===== src/rtl/text_cursor_writer.sv =====
// Terminal-style character writer feeding the 50x30 text display memory.
// Define TEXT_CURSOR_EN to draw the cursor glyph (56) after every operation.
module text_cursor_writer #(
    parameter int COLS = 50,
    parameter int ROWS = 30
) (
    input  logic        clk_20mhz,
    input  logic        reset,
    input  logic        char_valid,
    input  logic [5:0]  char_code,
    output logic        char_ready,
    output logic        wr_en,
    output logic [10:0] wr_addr,
    output logic [5:0]  wr_data,
    output logic        rd_en,
    output logic [10:0] rd_addr,
    input  logic [5:0]  rd_data,
    output logic [4:0]  cursor_row,
    output logic [5:0]  cursor_col
);
    localparam logic [5:0]  LAST_COL     = 6'(COLS - 2);
    localparam logic [4:0]  LAST_ROW     = 5'(ROWS - 2);
    localparam logic [10:0] ROW_STRIDE   = 11'(COLS);
    localparam logic [5:0]  GLYPH_BLANK  = 6'd57;
    localparam logic [5:0]  GLYPH_CURSOR = 6'd56;

    typedef enum logic [2:0] {
        IDLE, PUT, ERASE, CURS, SCROLL_RD, SCROLL_WR, CLR_ROW, CLR_ALL
    } state_t;

    typedef enum logic [1:0] {OP_NEWLINE, OP_BACKSPACE, OP_HOME} op_t;

`ifdef TEXT_CURSOR_EN
    localparam state_t DONE = CURS;
`else
    localparam state_t DONE = IDLE;
`endif

    state_t      state, state_n;
    op_t         op, op_n;
    logic [4:0]  row_q, row_n, scan_row, scan_row_n;
    logic [5:0]  col_q, col_n, scan_col, scan_col_n;
    logic        wr_en_n, rd_en_n;
    logic [10:0] wr_addr_n, rd_addr_n;
    logic [5:0]  wr_data_q, wr_data_n;

    function automatic logic [10:0] cell_addr(input logic [4:0] r, input logic [5:0] c);
        return 11'(r) * ROW_STRIDE + 11'(c);
    endfunction

    assign char_ready = (state == IDLE) && !reset;
    assign cursor_row = row_q;
    assign cursor_col = col_q;
    // Read data arrives one cycle after rd_en, exactly in the SCROLL_WR cycle, so it is passed straight through.
    assign wr_data    = (state == SCROLL_WR) ? rd_data : wr_data_q;

    always_comb begin
        state_n    = state;
        op_n       = op;
        row_n      = row_q;
        col_n      = col_q;
        scan_row_n = scan_row;
        scan_col_n = scan_col;
        case (state)
            IDLE: begin
                if (char_valid) begin
                    if (char_code <= 6'd58) begin
                        state_n = PUT;
                    end else begin
                        case (char_code)
                            6'd60: begin
                                state_n = ERASE;
                                op_n    = OP_NEWLINE;
                            end
                            6'd61: begin
                                if (col_q != 6'd1) begin
                                    state_n = ERASE;
                                    op_n    = OP_BACKSPACE;
                                end
                            end
                            6'd62: begin
                                state_n    = CLR_ALL;
                                scan_row_n = 5'd1;
                                scan_col_n = 6'd1;
                            end
                            6'd63: begin
                                state_n = ERASE;
                                op_n    = OP_HOME;
                            end
                            default: ;
                        endcase
                    end
                end
            end
            PUT: begin
                state_n = DONE;
                if (col_q == LAST_COL) begin
                    col_n = 6'd1;
                    if (row_q == LAST_ROW) begin
                        state_n    = SCROLL_RD;
                        scan_row_n = 5'd2;
                        scan_col_n = 6'd1;
                    end else begin
                        row_n = row_q + 5'd1;
                    end
                end else begin
                    col_n = col_q + 6'd1;
                end
            end
            ERASE: begin
                state_n = DONE;
                case (op)
                    OP_NEWLINE: begin
                        col_n = 6'd1;
                        if (row_q < LAST_ROW) begin
                            row_n = row_q + 5'd1;
                        end else begin
                            state_n    = SCROLL_RD;
                            scan_row_n = 5'd2;
                            scan_col_n = 6'd1;
                        end
                    end
                    OP_BACKSPACE: col_n = col_q - 6'd1;
                    default: begin
                        row_n = 5'd1;
                        col_n = 6'd1;
                    end
                endcase
            end
            SCROLL_RD: state_n = SCROLL_WR;
            SCROLL_WR: begin
                state_n = SCROLL_RD;
                if (scan_col == LAST_COL) begin
                    scan_col_n = 6'd1;
                    if (scan_row == LAST_ROW) begin
                        state_n = CLR_ROW;
                    end else begin
                        scan_row_n = scan_row + 5'd1;
                    end
                end else begin
                    scan_col_n = scan_col + 6'd1;
                end
            end
            CLR_ROW: begin
                if (scan_col == LAST_COL) begin
                    state_n = DONE;
                    row_n   = LAST_ROW;
                    col_n   = 6'd1;
                end else begin
                    scan_col_n = scan_col + 6'd1;
                end
            end
            CLR_ALL: begin
                if (scan_col == LAST_COL) begin
                    scan_col_n = 6'd1;
                    if (scan_row == LAST_ROW) begin
                        state_n = DONE;
                        row_n   = 5'd1;
                        col_n   = 6'd1;
                    end else begin
                        scan_row_n = scan_row + 5'd1;
                    end
                end else begin
                    scan_col_n = scan_col + 6'd1;
                end
            end
            CURS:    state_n = IDLE;
            default: state_n = IDLE;
        endcase
    end

    // Memory strobes are registered, so they are derived from the state being entered.
    always_comb begin
        wr_en_n   = 1'b0;
        wr_addr_n = 11'd0;
        wr_data_n = 6'd0;
        rd_en_n   = 1'b0;
        rd_addr_n = 11'd0;
        case (state_n)
            PUT: begin
                wr_en_n   = 1'b1;
                wr_addr_n = cell_addr(row_q, col_q);
                wr_data_n = char_code;
            end
            ERASE: begin
                wr_en_n   = 1'b1;
                wr_addr_n = cell_addr(row_q, col_q);
                wr_data_n = GLYPH_BLANK;
            end
            CURS: begin
                wr_en_n   = 1'b1;
                wr_addr_n = cell_addr(row_n, col_n);
                wr_data_n = GLYPH_CURSOR;
            end
            SCROLL_RD: begin
                rd_en_n   = 1'b1;
                rd_addr_n = cell_addr(scan_row_n, scan_col_n);
            end
            SCROLL_WR: begin
                wr_en_n   = 1'b1;
                wr_addr_n = cell_addr(scan_row_n, scan_col_n) - ROW_STRIDE;
            end
            CLR_ROW: begin
                wr_en_n   = 1'b1;
                wr_addr_n = cell_addr(LAST_ROW, scan_col_n);
                wr_data_n = GLYPH_BLANK;
            end
            CLR_ALL: begin
                wr_en_n   = 1'b1;
                wr_addr_n = cell_addr(scan_row_n, scan_col_n);
                wr_data_n = GLYPH_BLANK;
            end
            default: ;
        endcase
    end

    always_ff @(posedge clk_20mhz) begin
        if (reset) begin
            state     <= IDLE;
            op        <= OP_NEWLINE;
            row_q     <= 5'd1;
            col_q     <= 6'd1;
            scan_row  <= 5'd1;
            scan_col  <= 6'd1;
            wr_en     <= 1'b0;
            wr_addr   <= 11'd0;
            wr_data_q <= 6'd0;
            rd_en     <= 1'b0;
            rd_addr   <= 11'd0;
        end else begin
            state     <= state_n;
            op        <= op_n;
            row_q     <= row_n;
            col_q     <= col_n;
            scan_row  <= scan_row_n;
            scan_col  <= scan_col_n;
            wr_en     <= wr_en_n;
            wr_addr   <= wr_addr_n;
            wr_data_q <= wr_data_n;
            rd_en     <= rd_en_n;
            rd_addr   <= rd_addr_n;
        end
    end
endmodule


===== config.mk =====
export PLATFORM = sky130hd
export DESIGN_NAME = text_cursor_writer
export DESIGN_NICKNAME = d
export VERILOG_FILES = /design/src/rtl/text_cursor_writer.sv
export SDC_FILE = /design/constraint.sdc
export NUM_CORES = 1
export LEC_CHECK = 0
export CAP_MARGIN = 20
export CORE_AREA = 2 2 139 73
export CTS_CLUSTER_DIAMETER = 40
export CTS_CLUSTER_SIZE = 24
export DETAILED_ROUTE_END_ITERATION = 10
export DIE_AREA = 0 0 141 75
export PLACE_DENSITY = 0.77
export SLEW_MARGIN = 40
export SYNTH_ARGS = -nofsm -noshare
export SYNTH_HDL_FRONTEND = slang
export SYNTH_SLANG_ARGS = --single-unit

===== constraint.sdc =====
create_clock -name clk_20mhz -period 5.3 [get_ports clk_20mhz]
set_input_delay 1.06 -clock clk_20mhz [delete_from_list [all_inputs] [get_ports clk_20mhz]]
set_output_delay 1.06 -clock clk_20mhz [all_outputs]
set_load 0.1 [all_outputs]

======== Word level (Yosys, flattened, before mapping) ========
Index checks and enable logic that the tools add are counted.
W data, S select, Z words.
word-level totals
  register bits after elaboration ......... 57
  input port bits ......................... 15
  word-level logic and storage cells ...... 120
operators by class
  $add $sub $neg .......................... 10
  multipliers ............................. 3
  order comparisons ....................... 2
  equality and inequality tests ........... 25
  muxes and demuxes ....................... 55
  bitwise operators ....................... 2
  reductions and logical operators ........ 12
operators with widths
  cell                     number
  $mux W6                  15
  $mux W5                  15
  $pmux W11 S5             1
  $pmux W5 S4              2
  $eq A6 B6 Y1 const B     6
  $add A11 B6 Y11          3
  $mul A5 B5 Y10 const B   3
  $mux W3                  10
  $pmux W6 S5              1
  $eq A3 B3 Y1 const B     8
  $pmux W3 S8              1
  $pmux W6 S4              1
  $pmux W6 S3              1
  $add A6 B1 Y6 const B    2
  $eq A3 B2 Y1 const B     4
  $add A11 B6 Y11 const A  1
  $sub A11 B6 Y11 const B  1
  $add A5 B1 Y5 const B    2
  $eq A5 B5 Y1 const B     2
  $pmux W5 S2              1
  $pmux W3 S3              1
  $reduce_or A2 Y1         4
  $eq A3 B1 Y1 const B     2
  $le A6 B6 Y1 const B     1
  other kinds (17)         21

======== Longest topological paths before layout ========
  depth in word-level cells ............... 9
  gate-level depth with buffers ........... 21
  depth with buffers taken out ............ 20

======== Least setup slack after synthesis ========
Ideal clock, no wire load.
  path kind ............................... reg2reg
  from .................................... reg col_q[0] (netlist: cursor_col[0])
  to ...................................... reg wr_addr[9]
  arrival ................................. 5.163 ns
  required time ........................... 5.226 ns
  path slack .............................. 0.063 ns
  cell stages (with the launch flop) ...... 20
  buffers on the path ..................... 1
  clock period less this slack ............ 5.237 ns
  cell sequence ........................... dfxtp_1 clkbuf_1 inv_1 ha_1 and2_1 a32oi_1 nand2_1 a21oi_1 inv_1 ha_1 ha_1 ha_1 fa_1 nor3b_1 a311oi_1 o311a_1 a21boi_1 nand3_1 or3_1 a31oi_1
on the way
  elaborated cells on any way between the ends .. 37
RTL lines
  item                    RTL line  text
  from (decl)             42        logic [5:0] col_q, col_n, scan_col, scan_col_n;
  from (signal assigned)  234       col_q <= col_n;
  $eq A6 B6 Y1 (*)        97        if (col_q == LAST_COL) begin
  $mux W5 (*)             97
  $pmux W5 S4 (*)         64        case (state)
  net scan_row_n[1]       41        logic [4:0] row_q, row_n, scan_row, scan_row_n;
  $mul A5 B5 Y10 (*)      48        return 11'(r) * ROW_STRIDE + 11'(c);
  $add A11 B6 Y11 (*)     48
  $sub A11 B6 Y11         201       wr_addr_n = cell_addr(scan_row_n, scan_col_n) - ROW_STRIDE;
  $pmux W11 S5 (*)        179       case (state_n)
  to (signal assigned)    238       wr_addr <= wr_addr_n;
  to (decl)               13        output logic [10:0] wr_addr,
The timed path passes the listed nets; every way through them passes the cells marked *.
A chain may end at the register's enable or synchronous reset.

======== Worst setup path in the final report ========
  from .................................... in char_code[1]
  to ...................................... reg wr_addr[10]
on the way
  word-level cells in the longest chain between the ends .. 9
  elaborated cells on any way between the ends .. 30
ends and longest elaborated chain
  item                                                                  RTL line  text
  from (decl)                                                           10        input logic [5:0] char_code,
  parallel branches: the longest is 2 deep, another holds $le A6 B6 Y1  -
  $mux W5 (*)                                                           67        if (char_code <= 6'd58) begin
  $mux W5 (*)                                                           66        if (char_valid) begin
  $pmux W5 S4 (*)                                                       64
  net scan_row_n[3]                                                     41
  $mul A5 B5 Y10 (*)                                                    48
  $add A11 B6 Y11 (*)                                                   48
  $sub A11 B6 Y11                                                       201
  $pmux W11 S5 (*)                                                      179
Mark *: on every way through the listed nets, which the timed path passes.

==> impl_metrics.json <==
{
  "drive_gt1_frac": 0.2143,
  "grt_start_max_net_pins": 33,
  "start_util": 0.5149,
  "dieArea_sq_um": 10580,
  "setup_slack_ps": 230.6,
  "period_needed_ps": 5069,
  "dp_slack_ps": -334.5,
  "gp_congestion": 0.9703,
  "cp_max_fo": 4,
  "synth.distinct_cells": 78,
  "clkTransAtPathRegs_ps": 60,
  "relSlewSlack": 0.5185,
  "ys_async_sr_fraction": 0,
  "power_density_nw_per_um2": 271.3,
  "avgSynthCellArea_sq_um": 8.149,
  "slew_violations": 0,
  "finish.net_count": 756,
  "core-area_sq_um": 9290,
  "multi_input_area_sq_um": 3440,
  "maxCapViolations": 0,
  "cpPeakStageDelay_ps": 530,
  "insertion_delay_ps": 340,
  "finClkSkew_ps": 7.470,
  "vias_per_cell": 5.969,
  "crit_path_start_kind": "input pin",
  "peakVddDrop_mv": 0.1707,
  "synth_edf_count": 0,
  "crit_buf_inv": 3,
  "grt_use_total": 0.2677,
  "die_x_um": 141,
  "synth_nets": 662,
  "die_y_um": 75,
  "antenna_left": 0,
  "power_mw": 1.589,
  "cts_made_buffers": 9,
  "wl_um": 13890,
  "timing.fmax_mhz": 197.3,
  "yosys_warnings": 0,
  "num_rows": 25,
  "cpMaxStageDelayCell": "clkdlybuf4s50_1",
  "path_common_cell": "ha_1",
  "htreeDepth": 3,
  "fillCellCount": 822,
  "cp.required_ps": 5570,
  "cts_tree": "built",
  "path_delay_family": "compound AO/OA/AOI/OAI gates",
  "diodes": 0,
  "portBuffers": 56,
  "vias": 4817,
  "placedCellCount": 790,
  "grt_pass1_vias": 4458,
  "arrival_ps": 5330,
  "seq_area_sq_um": 1141,
  "synthesis.instances": 587,
  "syn2layout_area_growth_pct": 22.47,
  "hold_violations": 0,
  "drc": 0,
  "finalSetupViolCount": 0,
  "cts.sinks": 57,
  "crit_type": "in2reg",
  "synth_area_sq_um": 4783,
  "antenna_found_initial": 0,
  "grt_pass1_wl_um": 22110,
  "first_pass_iters": 5,
  "wl_per_cell_um": 17.22,
  "endpoint_kind": "flop",
  "drt_iter0_drc": 421,
  "hp-class": "reg2reg",
  "cts_hold_buf": 0,
  "ys_seq_area_frac": 0.2386,
  "ys_ff_latch": 57,
  "status": "finished, final reports clean",
  "finalNonFillerCells": 807,
  "placed_area_sq_um": 5530,
  "worst_pin_slew_ps": 719.1,
  "dp_hpwl_um": 10520,
  "grt-ovfl-total": 0,
  "synthFlopType": "dfxtp_1",
  "root_buffer": "clkbuf_16",
  "finish.instance_area_sq_um": 5858,
  "p_leak_nw": 2.761,
  "crit_chain": "clkdlybuf4s50_1 -> inv_2 -> o41ai_4 -> nand3_2 -> nor2_4 -> nand2_1 -> a22oi_2 -> inv_1 -> ha_1 -> ha_1 -> ha_1 -> ha_1 -> and3_1 -> a221oi_2 -> xnor2_1 -> xnor2_1 -> nor3_1 -> a221o_1 -> a31oi_1",
  "clk_path_buf_depth": 2,
  "ios": 57,
  "post-route-period-util": 0.9565
}
-- placed cells by master, fill, tap and decap left out, types with 21 or more instances in the layout --
master	count
ha_1	56
nor2_1	58
dfxtp_1	57
o21ai_0	23
nand3_1	21
a21oi_1	30
buf_4	49
inv_1	30
nand2_1	46
buf_2	41
-- path summary, 6_finish.rpt --
kind | start | endpoint | slack, ps | cells after the start
setup / recovery | char_code[1] | wr_addr[10] | 230 | 19
hold / removal | op[0] | op[0] | 610 | 2
setup reg to reg | state[2] | wr_addr[10] | 580 | 19
hold reg to reg | op[0] | op[0] | 610 | 2
-- flip-flops by register name, summed over array words and instances (netlist names) --
register    cells
rd_addr        11
scan_row        5
scan_col        6
rd_en           1
cursor_row      5
wr_addr        11
cursor_col      6
wr_data_q       6
op              2
wr_en           1
state           3
-- kinds of logic after synthesis --
logic type,Yosys count,synth area share
simple gates,227,0.2448
flops,57,0.2386
xor+xnor,33,0.06356
mux,7,0.01622
fa+ha+maj,60,0.1632
compound gates,148,0.2239
buf+inv,55,0.04970
-- metrics by stage --
stage | hold slack, ps | TNS, ps | util
finish | 606.5 | 0 | 0.6306
global route | 624.1 | -7.978 | 0.6306
CTS | 594.1 | 0 | 0.6260
detailed placement | 583.5 | -990.0 | 0.5953
global placement | 582.6 | -336.1 | 0.6174
floorplan | 547.1 | 0 | -
-- per-layer routing --
| metal | up-vias | track usage | share of wire |
|---|---|---|---|
| met5 | - | 0 | 0 |
| met4 | 0 | 0.08556 | 0.015 |
| met3 | 24 | 0.04962 | 0.085 |
| met2 | 238 | 0.4336 | 0.44 |
| met1 | 2238 | 0.3695 | 0.46 |
| li1 | 2317 | - | - |
-- worst min-delay path, delay by kind of cell (launching register included) --
family | cells | cell delay [ps]
simple gates | 1 | 100
compound gates | 1 | 50
flops | 1 | 410
-- report_power, final --
part | switching, mW | internal, mW
Sequential | 0.0199 | 0.451
Combinational | 0.376 | 0.179
Clock | 0.239 | 0.324
-- area by class of cell --
cell class | instances | area share
clock buffers | 9 | 0.03845
clock inverters | 7 | 0.01025
inverters | 34 | 0.02179
multi-input cells | 475 | 0.5871
flip-flops and latches | 57 | 0.1948
well taps | 121 | 0.02584
repair buffers | 104 | 0.1217
-- synthesized netlist by cell type (all sizes together) (12+ instances only) --
cell / count / share of area
nor2b: 18 / 0.024
a31oi: 12 / 0.016
a21o: 13 / 0.020
inv: 34 / 0.027
nor3: 15 / 0.017
dfxtp: 57 / 0.24
o21ai: 25 / 0.029
nor2: 63 / 0.053
nand3: 23 / 0.027
ha: 56 / 0.15
xor2: 12 / 0.022
nand2: 47 / 0.037
xnor2: 21 / 0.042
a21oi: 31 / 0.035
-- repair_timing --
action,in CTS,in global routing
buffers inserted,0,1
gates resized for setup,0,8
setup endpoints to repair,0,4
Note: power is estimated with default switching activity, not from simulation.
